`config.mk`:
```
export PLATFORM = sky130hd
export DESIGN_NAME = nios_system_nios2_div_cell
export DESIGN_NICKNAME = d
export VERILOG_FILES = /design/src/rtl/nios_system_nios2_div_cell.sv
export SDC_FILE = /design/constraint.sdc
export NUM_CORES = 1
export LEC_CHECK = 0
export ABC_AREA = 1
export CORE_UTILIZATION = 60
export CTS_BUF_LIST = sky130_fd_sc_hd__clkbuf_16
export DETAILED_ROUTE_END_ITERATION = 6
export HOLD_SLACK_MARGIN = 0.1
export PLACE_DENSITY = 0.89
export SLEW_MARGIN = 10
export SYNTH_ARGS = -nofsm -noshare
export SYNTH_HDL_FRONTEND = slang
export SYNTH_SLANG_ARGS = --single-unit
```
`constraint.sdc`:
```
create_clock -name clk -period 3.7 [get_ports clk]
set_clock_uncertainty 0.05 [all_clocks]
set_input_delay 0.555 -clock clk [delete_from_list [all_inputs] [get_ports clk]]
set_output_delay 0.555 -clock clk [all_outputs]
set_load 0.05 [all_outputs]
```
`src/rtl/nios_system_nios2_div_cell.sv`:
```
// Restoring radix-2 divider (DIV/DIVU): one quotient bit per clock, start/busy/done handshake.
// Optional NIOS2_DIV_CELL_EARLY_OUT_EN: skip iterations when |dividend| < |divisor|.
module nios_system_nios2_div_cell #(
  parameter int WIDTH = 32
) (
  input  logic             clk,
  input  logic             reset,
  input  logic             M_div_start,
  input  logic             M_div_signed,
  input  logic [WIDTH-1:0] M_div_src1,
  input  logic [WIDTH-1:0] M_div_src2,
  output logic             M_div_busy,
  output logic             M_div_done,
  output logic [WIDTH-1:0] M_div_quotient,
  output logic [WIDTH-1:0] M_div_remainder,
  output logic             M_div_by_zero
);

  localparam logic [1:0] S_IDLE = 2'd0;
  localparam logic [1:0] S_ITER = 2'd1;
  localparam logic [1:0] S_FIX  = 2'd2;
  localparam logic [1:0] S_DONE = 2'd3;
  localparam int CW = (WIDTH > 2) ? $clog2(WIDTH) : 1;

  logic [1:0]       state;
  logic [CW-1:0]    count;
  logic [WIDTH-1:0] dvd;
  logic [WIDTH-1:0] dvs;
  logic [WIDTH-1:0] rem;
  logic             neg_q;
  logic             neg_r;
  logic [WIDTH-1:0] mag1;
  logic [WIDTH-1:0] mag2;
  logic [WIDTH:0]   rem_sh;
  logic [WIDTH:0]   rem_sub;
  logic             q_bit;

  always_comb begin
    mag1 = (M_div_signed && M_div_src1[WIDTH-1]) ? -M_div_src1 : M_div_src1;
    mag2 = (M_div_signed && M_div_src2[WIDTH-1]) ? -M_div_src2 : M_div_src2;
  end

  // Partial remainder stays below the divisor, so the shifted value fits WIDTH+1 bits.
  always_comb begin
    rem_sh  = {rem, dvd[WIDTH-1]};
    rem_sub = rem_sh - {1'b0, dvs};
    q_bit   = (rem_sh >= {1'b0, dvs});
  end

  assign M_div_busy = (state != S_IDLE);
  assign M_div_done = (state == S_DONE);

  always_ff @(posedge clk) begin
    if (reset) begin
      state           <= S_IDLE;
      count           <= '0;
      dvd             <= '0;
      dvs             <= '0;
      rem             <= '0;
      neg_q           <= 1'b0;
      neg_r           <= 1'b0;
      M_div_quotient  <= '0;
      M_div_remainder <= '0;
      M_div_by_zero   <= 1'b0;
    end else begin
      case (state)
        S_IDLE: begin
          if (M_div_start) begin
            dvd   <= mag1;
            dvs   <= mag2;
            rem   <= '0;
            count <= '0;
            neg_q <= M_div_signed & (M_div_src1[WIDTH-1] ^ M_div_src2[WIDTH-1]);
            neg_r <= M_div_signed & M_div_src1[WIDTH-1];
            if (M_div_src2 == '0) begin
              // Raw dividend is returned, not its magnitude.
              M_div_quotient  <= '1;
              M_div_remainder <= M_div_src1;
              M_div_by_zero   <= 1'b1;
              state           <= S_DONE;
`ifdef NIOS2_DIV_CELL_EARLY_OUT_EN
            end else if (mag1 < mag2) begin
              dvd   <= '0;
              rem   <= mag1;
              state <= S_FIX;
`endif
            end else begin
              state <= S_ITER;
            end
          end
        end
        S_ITER: begin
          rem   <= q_bit ? rem_sub[WIDTH-1:0] : rem_sh[WIDTH-1:0];
          dvd   <= {dvd[WIDTH-2:0], q_bit};
          count <= count + 1'b1;
          if (count == CW'(WIDTH - 1)) begin
            state <= S_FIX;
          end
        end
        S_FIX: begin
          M_div_quotient  <= neg_q ? -dvd : dvd;
          M_div_remainder <= neg_r ? -rem : rem;
          M_div_by_zero   <= 1'b0;
          state           <= S_DONE;
        end
        default: begin
          state <= S_IDLE;
        end
      endcase
    end
  end

endmodule
```
# Word level (Yosys, flattened, before mapping)
# Index checks and enable logic that the tools add are counted.
# classes
addsub	6
n_lt_le_gt_ge	1
eq_ne	7
mux	24
bitwise_logic	3
reduce_logical	11
# op_table
operator	n
32-bit 2-to-1 mux	11
32-bit case mux with 2 select lines	4
32-bit negator	4
33-bit by 32-bit greater-or-equal comparator with 1-bit output	1
32-bit zero test	1
32-bit subtractor	1
5-bit case mux with 2 select lines	1
2-bit 2-to-1 mux	3
2-bit inequality test (second input constant)	3
2-bit case mux with 3 select lines	1
2-bit AND reduction	3
2-bit nonzero test	3
5-bit by 1-bit adder with 5-bit output (second input constant)	1
5-bit equality test (second input constant)	1
5-bit 2-to-1 mux	1
2-bit equality test (second input constant)	2
3-bit AND reduction	1
1-bit AND	2
2-bit by 1-bit equality test with 1-bit output (second input constant)	1
1-bit logical AND	2
2-bit zero test	1
1-bit 2-to-1 mux	2
1-bit case mux with 2 select lines	1
1-bit XOR	1
# word_totals
regBits	170

# Depth between registers and ports, before layout
# logic_depth
word_depth	4
ltp_mapped	17
depth_no_buf	16

# Worst setup path before layout
# Ideal clock, no wire load.
# synth_timing
path_type	register to register
startpoint	register state[0]
endpoint	register M_div_remainder[26]
setup_time_ps	57
t_arrival_ps	1913
t_required_ps	3593
setup_slack_ps	1680
path_stages_with_launch	12
n_path_buf	1
period_less_slack_ps	2020
cell_sequence	dfxtp_1 inv_1 ha_1 inv_1 nor2_1 inv_1 nand2_4 clkbuf_1 nand2_1 nand3_1 nand2_1 inv_1
# synth_via
elab_chain_cells	3
word_cells_on_any_way	7
# synth_lines
item	line_no	rtl
start: declaration	25	logic [1:0] state;
start signal: assignment	55	state <= S_IDLE;
start signal: assignment	80	state <= S_DONE;
start signal: assignment	88	state <= S_ITER;
2-bit equality test / 2-bit zero test (equally long branches)	66	case (state)
2-bit nonzero test (no line) / 2-bit inequality test (equally long branches)	n/a	
3-bit AND reduction (no line)	n/a	
end signal: assignment	78	M_div_remainder <= M_div_src1;
end signal: assignment	102	M_div_remainder <= neg_r ? -rem : rem;
end: declaration	15	output logic [WIDTH-1:0] M_div_remainder,
# Several ways; a longest one is shown, not always the timed one.
# A chain may end at the register's enable or synchronous reset.

# Final worst setup path
# layout_timing
startpoint	register state[0]
endpoint	register dvd[0]
# layout_via
elab_chain_cells	3
word_cells_on_any_way	6
# layout_lines
item	line_no	rtl
2-bit by 1-bit equality test with 1-bit output / 2-bit zero test (equally long branches)	66	
2-bit nonzero test (no line) / 2-bit inequality test (equally long branches)	n/a	
2-bit AND reduction (no line)	n/a	
end signal: assignment	69	dvd <= mag1;
end signal: assignment	94	dvd <= {dvd[WIDTH-2:0], q_bit};
end: declaration	27	logic [WIDTH-1:0] dvd;
# Several ways; a longest one is shown, not always the timed one.

==> results by group <==
Run status
  – Status: finished, final reports clean

Yosys
  – Avg Cell Area, Syn: 5.85 um2
  – Synth top area cells: dfxtp_1 26%, nand2_1 19%, inv_1 8.6%
  – Flops & latches, synth: 170
  – Post-synthesis sequential area ratio: 25.8%
  – Top-area cell type share of the netlist area: 25.8%
  – Post-Synthesis Net Count: 2,364
  – Adder-cell share of the synthesized area: 4.23%
  – Post-Syn Instances: 2,252
  – Post-Synth XOR/XNOR Area: 4.52%
  – Main combinational cell family by area after synthesis: simple AND/OR/NAND/NOR gates
  – Async S/R FF share, synth: 0%
  – Synth Area in Compound Gates: 16.3%
  – Area leader, netlist: dfxtp_1
  – Yosys warning count: 0
  – Post-synthesis mux area share: 0%
  – Library cells used by synthesis: 46
  – Post-synth EDFFs: 0
  – Simple-gate share of the synthesized area: 37.3%
  – Primary FF master, synth: dfxtp_1
  – Synth Cell Area: 13,200 um2

Worst setup path
  – CP startpoint kind: register
  – Crit-path max FO: 85
  – Critical Path RT: 4.01 ns
  – Flop-to-flop setup slack: 0.79 ns
  – CP Class: register to register
  – Setup crit end kind: register
  – Arrival @ worst endpoint: 3.22 ns

Route
  – Vias: 15,400
  – WL final: 45,800 um
  – DR vias/cell: 5.86
  – Antenna viol nets, final: 0
  – Drt drc: 0
  – Drt initial violations: 2,033
  – Pre-antenna DRT Iters: 7
  – WL per Instance: 17.5 um

GRT
  – Met2 Use GR: 62.2%
  – Initial antenna violation count: 0
  – Gr ovfl total: 0
  – GRT met1 Usage: 56.5%
  – GRT busiest layer: met2
  – Largest net degree at the start of global routing: 107
  – First-pass GRT wire length: 72,300 um
  – Total track usage: 41.3%
  – Met3 usage: 11.3%
  – Vias in the first global route: 13,700

Run
  – Max-cap violations: 0

STA
  – Final Hold Viols: 0
  – Final setup violation count: 0
  – FMAX: 344 MHz
  – Fin crit period: 2.91 ns
  – Hold_ws: 0.415 ns
  – Final period utilization: 78.6%
  – RSZ-0062 raised after global routing: no
  – Worst Max-Slew Pin Slew: 1.25 ns
  – Max Transition Viols Final: 0
  – Max-Slew Margin vs Limit: 16.5%
  – Setup TNS: 0 ns

Layout
  – Area of the multi-input gates: 8220 um2
  – Most frequent cells in the layout: 665 x nand2_1, 304 x inv_1, 203 x nor2_1
  – Nets@finish: 2,450
  – Area Growth Syn to Fin: 15.5%
  – Share of layout cells above drive strength 1: 3.49%
  – Sequential Area: 3400 um2
  – Fillers: 1,918
  – Antenna cells: 0
  – Commonest non-fill, non-tap cell in the layout: nand2_1

CTS
  – Clock sink count: 170
  – Hold buffer count at cts: 0
  – CTS tree: done
  – Clock Tree Buf Depth: 2
  – Post-cts sizing count: 0
  – CTS clk-pin slew, worst paths: 0.07 ns
  – Setup bufs post-CTS: 0
  – Later-pin clock latency in the skew report: 0.44 ns
  – TritonCTS buffer count: 17
  – Clk root buf: clkbuf_16
  – CTS H-tree depth: 4

Floorplanning
  – Die Y: 150 um
  – # rows: 53
  – Initial Util: 61.9%
  – Core Footprint: 21,300 um2
  – Die X: 150 um
  – # IOs: 135
  – DIE AREA: 22,600 um2

Power
  – Static Leak: 7.20 nW
  – Pwr dens: 578 nW/um2
  – PnR Total Power: 0.00880 W
  – Worst vdd ir: 0.488 mV

Place
  – Port Buffers: 134
  – GP Congestion: 1.02
  – Dpl hpwl: 34,800 um

Hold path
  – Min-delay worst type: register to register
==> routing by layer <==
layer,part of all wire (%),routed length (um)
met4,3.4,1550
met1,42,19200
met5,0.10,46
met2,42,19300
met3,12,5720
==> path summary, 6_finish.rpt <==
path,startpoint,to,cells after the start
setup / recovery,state[0]$_SDFFE_PP0P_,dvd[0]$_SDFFE_PP0P_,8
hold / removal,M_div_remainder[5]$_SDFFE_PP0P_,M_div_remainder[5]$_SDFFE_PP0P_,2
setup reg to reg,state[0]$_SDFFE_PP0P_,dvd[0]$_SDFFE_PP0P_,8
hold reg to reg,M_div_remainder[5]$_SDFFE_PP0P_,M_div_remainder[5]$_SDFFE_PP0P_,2
==> through the flow <==
stage	util, %	setup WS [ns]	area [um2]	std cells
5_1_grt	71.5	0.643	15200	2626
2_1_floorplan	-	1.68	13200	2252
6_report	71.5	0.791	15200	2626
4_1_cts	71.5	0.925	15200	2626
3_5_place_dp	68.8	0.695	14700	2594
3_3_place_gp	68.8	0.738	14700	2594
==> cell usage after synthesis, drive strengths merged (2+ instances only) <==
library cell  instances
o221ai                5
or2                   3
inv                 305
o31ai                 3
xnor2                21
clkbuf               57
nand3b                7
nor3                 26
a31oi                17
nand4                31
ha                   43
nand2               671
nor2                214
dfxtp               170
clkinv                4
a21oi               201
nor4                  8
xor2                 47
o21ai               149
and2                  6
nand3               202
buf                  31
o211ai               19
o21bai                3
o21a                  2
==> cell families (layout without fill, tap and decap cells) <==
group | Yosys count | in the layout
AND/OR/NAND/NOR | 1170 | 1170
buffers and inverters | 397 | 496
adder cells (fa/ha/maj) | 44 | 44
AO/OA/AOI/OAI | 403 | 403
flip-flops | 170 | 170
XOR/XNOR | 68 | 68
==> cell type report <==
type | count | area share, %
clock buffer | 17 | 2.79
sequential | 170 | 22.4
inverter | 309 | 7.63
timing repair buffer | 155 | 9.99
tap | 275 | 2.26
clock inverter | 15 | 0.962
multi-input combinational | 1685 | 54.0
==> flip-flops by register name, indices dropped and copies added, names as in the netlist <==
register and flops:
M_div_by_zero 1, M_div_quotient 32, M_div_remainder 32, count 5, dvd 32, dvs 32
neg_q 1, neg_r 1, rem 32, state 2
==> critical path: stages (launching register included) <==
cell and delay (ns):
dfxtp_1 0.42, inv_1 0.10, ha_1 0.28, o21ai_2 0.81, inv_2 0.16, buf_12 0.28
a21oi_1 0.31, o21ai_0 0.21, a21oi_1 0.18
==> report_power, final <==
group	internal [W]	switching, W	total [W]
clock network	0.000944	0.000846	0.00179
registers	0.00214	0.000368	0.00251
logic	0.00135	0.00316	0.00450
No activity file was read; power rests on OpenSTA's default activity.
